### src/rtl/pipeline_controller_pkg.sv
// Shared pipeline-control types: controller FSM state and classic 5-stage indices.
package package_project_typedefs;

  typedef enum logic {
    PIPE_RUN   = 1'b0,
    PIPE_STALL = 1'b1
  } PipeCtrlState;

  localparam int STAGE_IF  = 0;
  localparam int STAGE_ID  = 1;
  localparam int STAGE_EX  = 2;
  localparam int STAGE_MEM = 3;
  localparam int STAGE_WB  = 4;

endpackage

### src/rtl/pipeline_controller_stall_arbiter.sv
// Fixed-priority stall arbiter: highest index wins, but a current owner keeps
// the grant for as long as it keeps requesting.
module stall_arbiter
  import package_project_typedefs::*;
#(
  parameter int NUM_STALL_SRC = 2
) (
  input  logic [NUM_STALL_SRC-1:0] req_i,
  input  logic [NUM_STALL_SRC-1:0] owner_i,
  input  PipeCtrlState             state_i,
  output logic [NUM_STALL_SRC-1:0] grant_o
);

  logic [NUM_STALL_SRC-1:0] prio_c;

  // Ascending scan so the last (highest) asserted bit overwrites lower ones.
  always_comb begin
    prio_c = '0;
    for (int k = 0; k < NUM_STALL_SRC; k++) begin
      if (req_i[k]) begin
        prio_c    = '0;
        prio_c[k] = 1'b1;
      end
    end
  end

  assign grant_o = (state_i == PIPE_STALL && |(req_i & owner_i)) ? owner_i : prio_c;

endmodule

### src/rtl/pipeline_controller.sv
// In-order pipeline controller: global freeze on cache misses, load-use and
// mispredict bubbles, per-stage valid tracking and perf counters.
module pipeline_controller
  import package_project_typedefs::*;
#(
  parameter int NUM_STAGES    = 5,
  parameter int NUM_STALL_SRC = 2
) (
  input  logic                     clk,
  input  logic                     reset_n,
  input  logic [NUM_STALL_SRC-1:0] stall_req,
  input  logic                     insert_nop,
  input  logic                     branch_redo,
  output logic                     stall,
  output logic                     pc_en,
  output logic                     bubble_id,
  output logic [NUM_STAGES-1:0]    stage_valid,
  output logic [NUM_STALL_SRC-1:0] wr_gate,
  output logic [NUM_STALL_SRC-1:0] stall_owner,
  output logic [31:0]              stall_cycles,
  output logic [31:0]              instret
);

  PipeCtrlState             state_q;
  logic [NUM_STALL_SRC-1:0] owner_q;
  logic [NUM_STALL_SRC-1:0] grant_c;
  logic [NUM_STAGES-1:1]    vld_q;
  logic [31:0]              stall_cycles_q, stall_cycles_d;
  logic [31:0]              instret_q, instret_d;
  logic                     any_req_c;

  stall_arbiter #(.NUM_STALL_SRC(NUM_STALL_SRC)) u_arb (
    .req_i   (stall_req),
    .owner_i (owner_q),
    .state_i (state_q),
    .grant_o (grant_c)
  );

  assign any_req_c = |stall_req;
  assign stall     = any_req_c;
  assign pc_en     = ~stall & ~insert_nop;
  assign bubble_id = ~stall & (insert_nop | branch_redo);
  assign wr_gate   = any_req_c ? grant_c : '1;

  // Fetch always holds a live instruction once out of reset.
  assign stage_valid = {vld_q, reset_n};
  assign stall_owner = owner_q;

  // A request pending on the cycle the owner drops hands over directly, no RUN gap.
  always_ff @(posedge clk or negedge reset_n) begin
    if (!reset_n) begin
      state_q <= PIPE_RUN;
      owner_q <= '0;
    end else begin
      case (state_q)
        PIPE_RUN: begin
          if (any_req_c) begin
            state_q <= PIPE_STALL;
            owner_q <= grant_c;
          end
        end
        PIPE_STALL: begin
          if (any_req_c) begin
            owner_q <= grant_c;
          end else begin
            state_q <= PIPE_RUN;
            owner_q <= '0;
          end
        end
        default: begin
          state_q <= PIPE_RUN;
          owner_q <= '0;
        end
      endcase
    end
  end

  assign stall_cycles_d = (stall && stall_cycles_q != 32'hFFFF_FFFF) ? stall_cycles_q + 32'd1
                                                                      : stall_cycles_q;
  assign instret_d      = (!stall && vld_q[NUM_STAGES-1]) ? instret_q + 32'd1 : instret_q;

  // Stall freezes everything; a hazard seen under stall is simply re-sampled later.
  always_ff @(posedge clk or negedge reset_n) begin
    if (!reset_n) begin
      vld_q          <= '0;
      stall_cycles_q <= '0;
      instret_q      <= '0;
    end else begin
      stall_cycles_q <= stall_cycles_d;
      instret_q      <= instret_d;
      if (!stall) begin
        vld_q[STAGE_ID] <= ~(insert_nop | branch_redo);
        for (int i = STAGE_ID + 1; i < NUM_STAGES; i++) vld_q[i] <= vld_q[i-1];
      end
    end
  end

  assign stall_cycles = stall_cycles_q;
  assign instret      = instret_q;

endmodule

### config.mk
export PLATFORM = sky130hd
export DESIGN_NAME = pipeline_controller
export DESIGN_NICKNAME = d
export VERILOG_FILES = /design/src/rtl/pipeline_controller_pkg.sv /design/src/rtl/pipeline_controller_stall_arbiter.sv /design/src/rtl/pipeline_controller.sv
export SDC_FILE = /design/constraint.sdc
export NUM_CORES = 1
export LEC_CHECK = 0
export CAP_MARGIN = 20
export CORE_ASPECT_RATIO = 0.7
export CORE_MARGIN = 2
export CORE_UTILIZATION = 49
export CTS_CLUSTER_SIZE = 16
export DETAILED_ROUTE_END_ITERATION = 6
export PLACE_DENSITY = 0.76
export SLEW_MARGIN = 20
export SYNTH_ARGS = -nofsm -noshare
export SYNTH_HDL_FRONTEND = slang
export SYNTH_SLANG_ARGS = --single-unit
export TNS_END_PERCENT = 50
### constraint.sdc
create_clock -name clk -period 2.2 [get_ports clk]
set_clock_uncertainty 0.05 [all_clocks]
set_input_delay 0.22 -clock clk [delete_from_list [all_inputs] [get_ports clk]]
set_output_delay 0.22 -clock clk [all_outputs]
set_load 0.01 [all_outputs]
# --- Yosys cells after proc, flatten, opt, wreduce, memory -nomap -nowiden ---
# Cells that the tools add are included.
# Widths: inputs -> output; s select.
word_totals:
  ff_bits: 71
  input_bits: 6
  output_inout_bits: 76
  word_cells: 31
op_classes:
  reduce_logical: 6
  bitwise: 8
  n_eq_ne: 2
  addsub: 2
  muxes: 8
ops:
  columns: ["operator", "n"]
  rows:
  - ["$add 32x1->32 const B", 2]
  - ["$ne 32x32->1 const B", 1]
  - ["$mux 2", 5]
  - ["$not 1->1", 4]
  - ["$pmux 2 s2", 1]
  - ["$reduce_or 2->1", 2]
  - ["$logic_and 1x1->1", 3]
  - ["$and 1x1->1", 2]
  - ["$and 2x2->2", 1]
  - ["$mux 1", 2]
  - ["$ne 2x2->1 const B", 1]
  - ["$logic_not 1->1", 1]
  - ["$or 1x1->1", 1]

# --- Depth between registers and ports, before layout ---
depth:
  word_depth: 6
  depth_mapped: 7
  depth_no_buf: 6

# --- Modules after synthesis ---
# A second synthesis with hierarchy kept.
hier_totals:
  cells_unflattened: 313
  area_unflattened_um2: 3365.7
by_module_without_submodules:
  columns: ["mod", "seq_area_each_um2", "area_per_inst_um2", "n_inst", "cells_per_inst"]
  rows:
  - ["pipeline_controller", 1776.7, 3331.9, 1, 308]
  - ["stall_arbiter", 0.0, 33.8, 1, 5]

# --- Worst setup path after synthesis ---
# OpenSTA, ideal clock, no wires.
synth_timing:
  kind: "flip-flop to flip-flop"
  startpoint: "reg stall_cycles_q[12] (netlist: stall_cycles[12])"
  endpoint: "reg stall_cycles_q[1] (netlist: stall_cycles[1])"
  setup_slack_ps: 250
  n_path_buf: 0
  t_required_ps: 2025
  setup_ps: 125
  period_less_slack_ps: 1950
  arrival_time_ps: 1775
  stages_incl_launch_ff: 6
  cell_sequence: "dfrtp_1 -> nand3_1 -> or4_4 -> nor3_1 -> a21oi_1 -> mux2_4"
synth_between:
  elab_chain_len: 2
synth_rtl:
  columns: ["element", "line", "rtl"]
  rows:
  - ["start: declaration", "pipeline_controller.sv:28", "logic [31:0] stall_cycles_q, stall_cycles_d;"]
  - ["start signal: assignment", "pipeline_controller.sv:89", "stall_cycles_q <= stall_cycles_d;"]
  - ["$ne 32x32->1", "pipeline_controller.sv:78", "assign stall_cycles_d = (stall && stall_cycles_q != 32'hFFFF_FFFF) ? stall_cycles_q + 32'd1"]
  - ["$logic_and 1x1->1", "pipeline_controller.sv:78", null]
# Every way passes these cells.
# A chain may end at the register's enable or synchronous reset.

# --- Worst setup path in the final report ---
layout_timing:
  startpoint: "reg stall_cycles_q[15] (netlist: stall_cycles[15])"
  endpoint: "reg stall_cycles_q[17] (netlist: stall_cycles[17])"
layout_between:
  elab_chain_len: 2
layout_rtl:
  columns: ["element"]
  rows:
  - ["branches (longest 2 deep; another with $add 32x1->32)"]
# Several ways; the timed one is not identified.

==> impl_metrics.yaml <==
setup_path:
  cp_data_arrival_time_ns: 2.27
  crit_fanout: 7
  crit_type: "register to register"
  start_kind: "register"
  cp-end-kind: "register"
  crit_required_ns: 2.41
flow_run:
  maxCapViolCount: 0
synthesis:
  synthesis.nets: 314
  synthArstFlopShare: 1.00
  yosysWarnings: 0
  syn_area_per_cell_sq_um: 10.8
  yosysUniqueCellTypes: 44
  ys_seq_elements: 71
  yosysSeqAreaShare: 0.538
  yosys_most_used_dff: "dfrtp_1"
  synth_area_sq_mm: 0.00330
  synth_edf_count: 0
  netlist_instances: 306
final_layout:
  syn_to_final_growth_pct: 36.4
  fin_area_sq_mm: 0.00450
  fin_util: 0.707
  multiInputGateArea_sq_mm: 0.00147
  antennaDiodeCount: 0
  nets: 416
  layout_commonest_cell: "clkdlybuf4s50_1"
  n_fill_cell: 502
  layout_common_cells: "80 x clkdlybuf4s50_1, 71 x dfrtp_1, 44 x xnor2_1, 40 x nand2_1, 26 x nand3_1"
  regArea_sq_mm: 0.00178
  drive_above_1_share: 0.119
cts:
  clockBufferDepth: 2
  clkSinkCount: 71
  cts_resized: 0
  insertion_delay_ns: 0.33
  cts.clk_slew.worst_paths_ns: 0.08
  htreeDepth: 3
  cts_inserted_buffers: 9
  cts_setup_buffers: 0
  cts_hold_buffers: 0
  cts_tree: "done"
  cts_root_buf: "clkbuf_8"
pwr:
  p_seq_frac: 0.483
  p_per_area_mw_per_mm2: 715
  p_sw_mw: 0.906
  swShare: 0.282
  ir_drop_mv: 0.521
  p_leak_nw: 1.94
  pwr-share-comb: 0.195
  p_clk_frac: 0.322
  p_int_mw: 2.31
  p_total_mw: 3.22
floorplan:
  die_w_microns: 102
  fp.dieH_microns: 72.7
  core_area_sq_mm: 0.00637
  initial_core_util: 0.518
  ios: 82
  dieArea_sq_mm: 0.00742
  row_count: 24
placed_design:
  place_area_sq_mm: 0.00430
  portBuffers: 81
  place_congestion: 0.811
  dp_hpwl_mm: 5.78
route:
  drc: 0
  viasPerCell: 5.24
  antenna_left: 0
  dr_total_vias: 2640
  dr.pass1.iters: 4
  drtIter0Drc: 113
  routedWlPerCell_microns: 15.4
  wl_mm: 7.75
sta:
  post-route-period-util: 0.938
  worst_pin_slew_ns: 0.882
  whs_ns: 0.118
  max_freq_mhz: 485
  max-slew-margin-rel: 0.412
  report.final.setup_viol: 0
  rsz0062_at_grt: "false"
  min_period_ns: 2.06
  finalHoldViolCount: 0
  slew_viol_final: 0
grt:
  first_global_vias: 2576
  grt_util_all_layers: 0.224
  grt_pass1_wl_mm: 12.7
  overflow: 0
  grt_max_degree: 72
  antenna_found_initial: 0
worst_hold_path:
  hp-class: "input pin to asynchronous set/reset pin"
outcome:
  outcome: "finished clean"
-- critical path, stage by stage (launching register included) --
cell	delay, ns
dfrtp_1	0.47
nand4_2	0.19
or4_4	0.58
o311a_1	0.44
nand4_1	0.14
xnor2_1	0.12
-- sequential cells by signal (all words and copies together) (netlist names) --
register,cells
instret,32
stall_cycles,32
vld_q,4
stall_owner,2
state_q,1
-- through the flow --
stage / TNS (ns) / setup slack, ns / std cells
after floorplan: 0 / 0.250 / 306
after global placement: 0 / 0.0649 / 488
after detailed placement: -0.0122 / -0.0111 / 488
after CTS: 0 / 0.145 / 504
after global routing: 0 / 0.0410 / 504
final: 0 / 0.137 / 504
-- cells in the mapped netlist, types with 4 or more instances --
cell type	count	area share
and3_1	8	0.015
and4_1	4	0.011
dfrtp_1	71	0.54
inv_1	7	0.0080
nand2_1	40	0.045
nand3_1	26	0.039
nand4_1	21	0.040
nor2_1	19	0.022
nor3_1	5	0.0076
xnor2_1	44	0.12
xor2_1	17	0.045
-- power groups by stage --
stage	clock (mW)	combinational, mW	sequential, mW
global route	1.11	0.675	1.58
floorplan	0	0.234	1.59
CTS	1.06	0.633	1.56
detailed placement	0	0.634	1.58
finish	1.03	0.628	1.55
global placement	0	0.612	1.57
-- worst paths after layout --
| path | startpoint | endpoint | slack, ns | cells past startpoint |
|---|---|---|---|---|
| setup reg to reg | stall_cycles[15] | stall_cycles[17] | 0.14 | 5 |
| setup / recovery | stall_cycles[15] | stall_cycles[17] | 0.14 | 5 |
| hold / removal | reset_n | stall_cycles[28] | 0.12 | 2 |
| min in group clk | instret[31] | instret[31] | 0.45 | 1 |
| hold reg to reg | instret[31] | instret[31] | 0.45 | 1 |
| max in group asynchronous | reset_n | stall_cycles[16] | 1.40 | 2 |
-- cell type report --
type,instances,area share
inverters,8,0.00667
clock buffers,10,0.0306
well taps,91,0.0253
flip-flops and latches,71,0.395
multi-input cells,222,0.325
clock inverters,6,0.0133
repair buffers,96,0.204
-- logic make-up after synthesis --
| logic type | share of synthesized area |
|---|---|
| and+or+nand+nor | 0.237 |
| DFF | 0.538 |
| xor gates and xnor gates | 0.162 |
| buffers and inverters | 0.0178 |
| AOI/OAI and AO/OA | 0.0265 |
| muxes | 0.0114 |
| adders and majority gates | 0.00758 |
-- metal layers --
layer / global-route usage / part of all wire
met1: 0.340 / 0.51
met2: 0.320 / 0.43
met5: 0 / 0
met4: 0.0563 / 0.0045
met3: 0.0594 / 0.054
No activity file was read; power rests on OpenSTA's default activity.
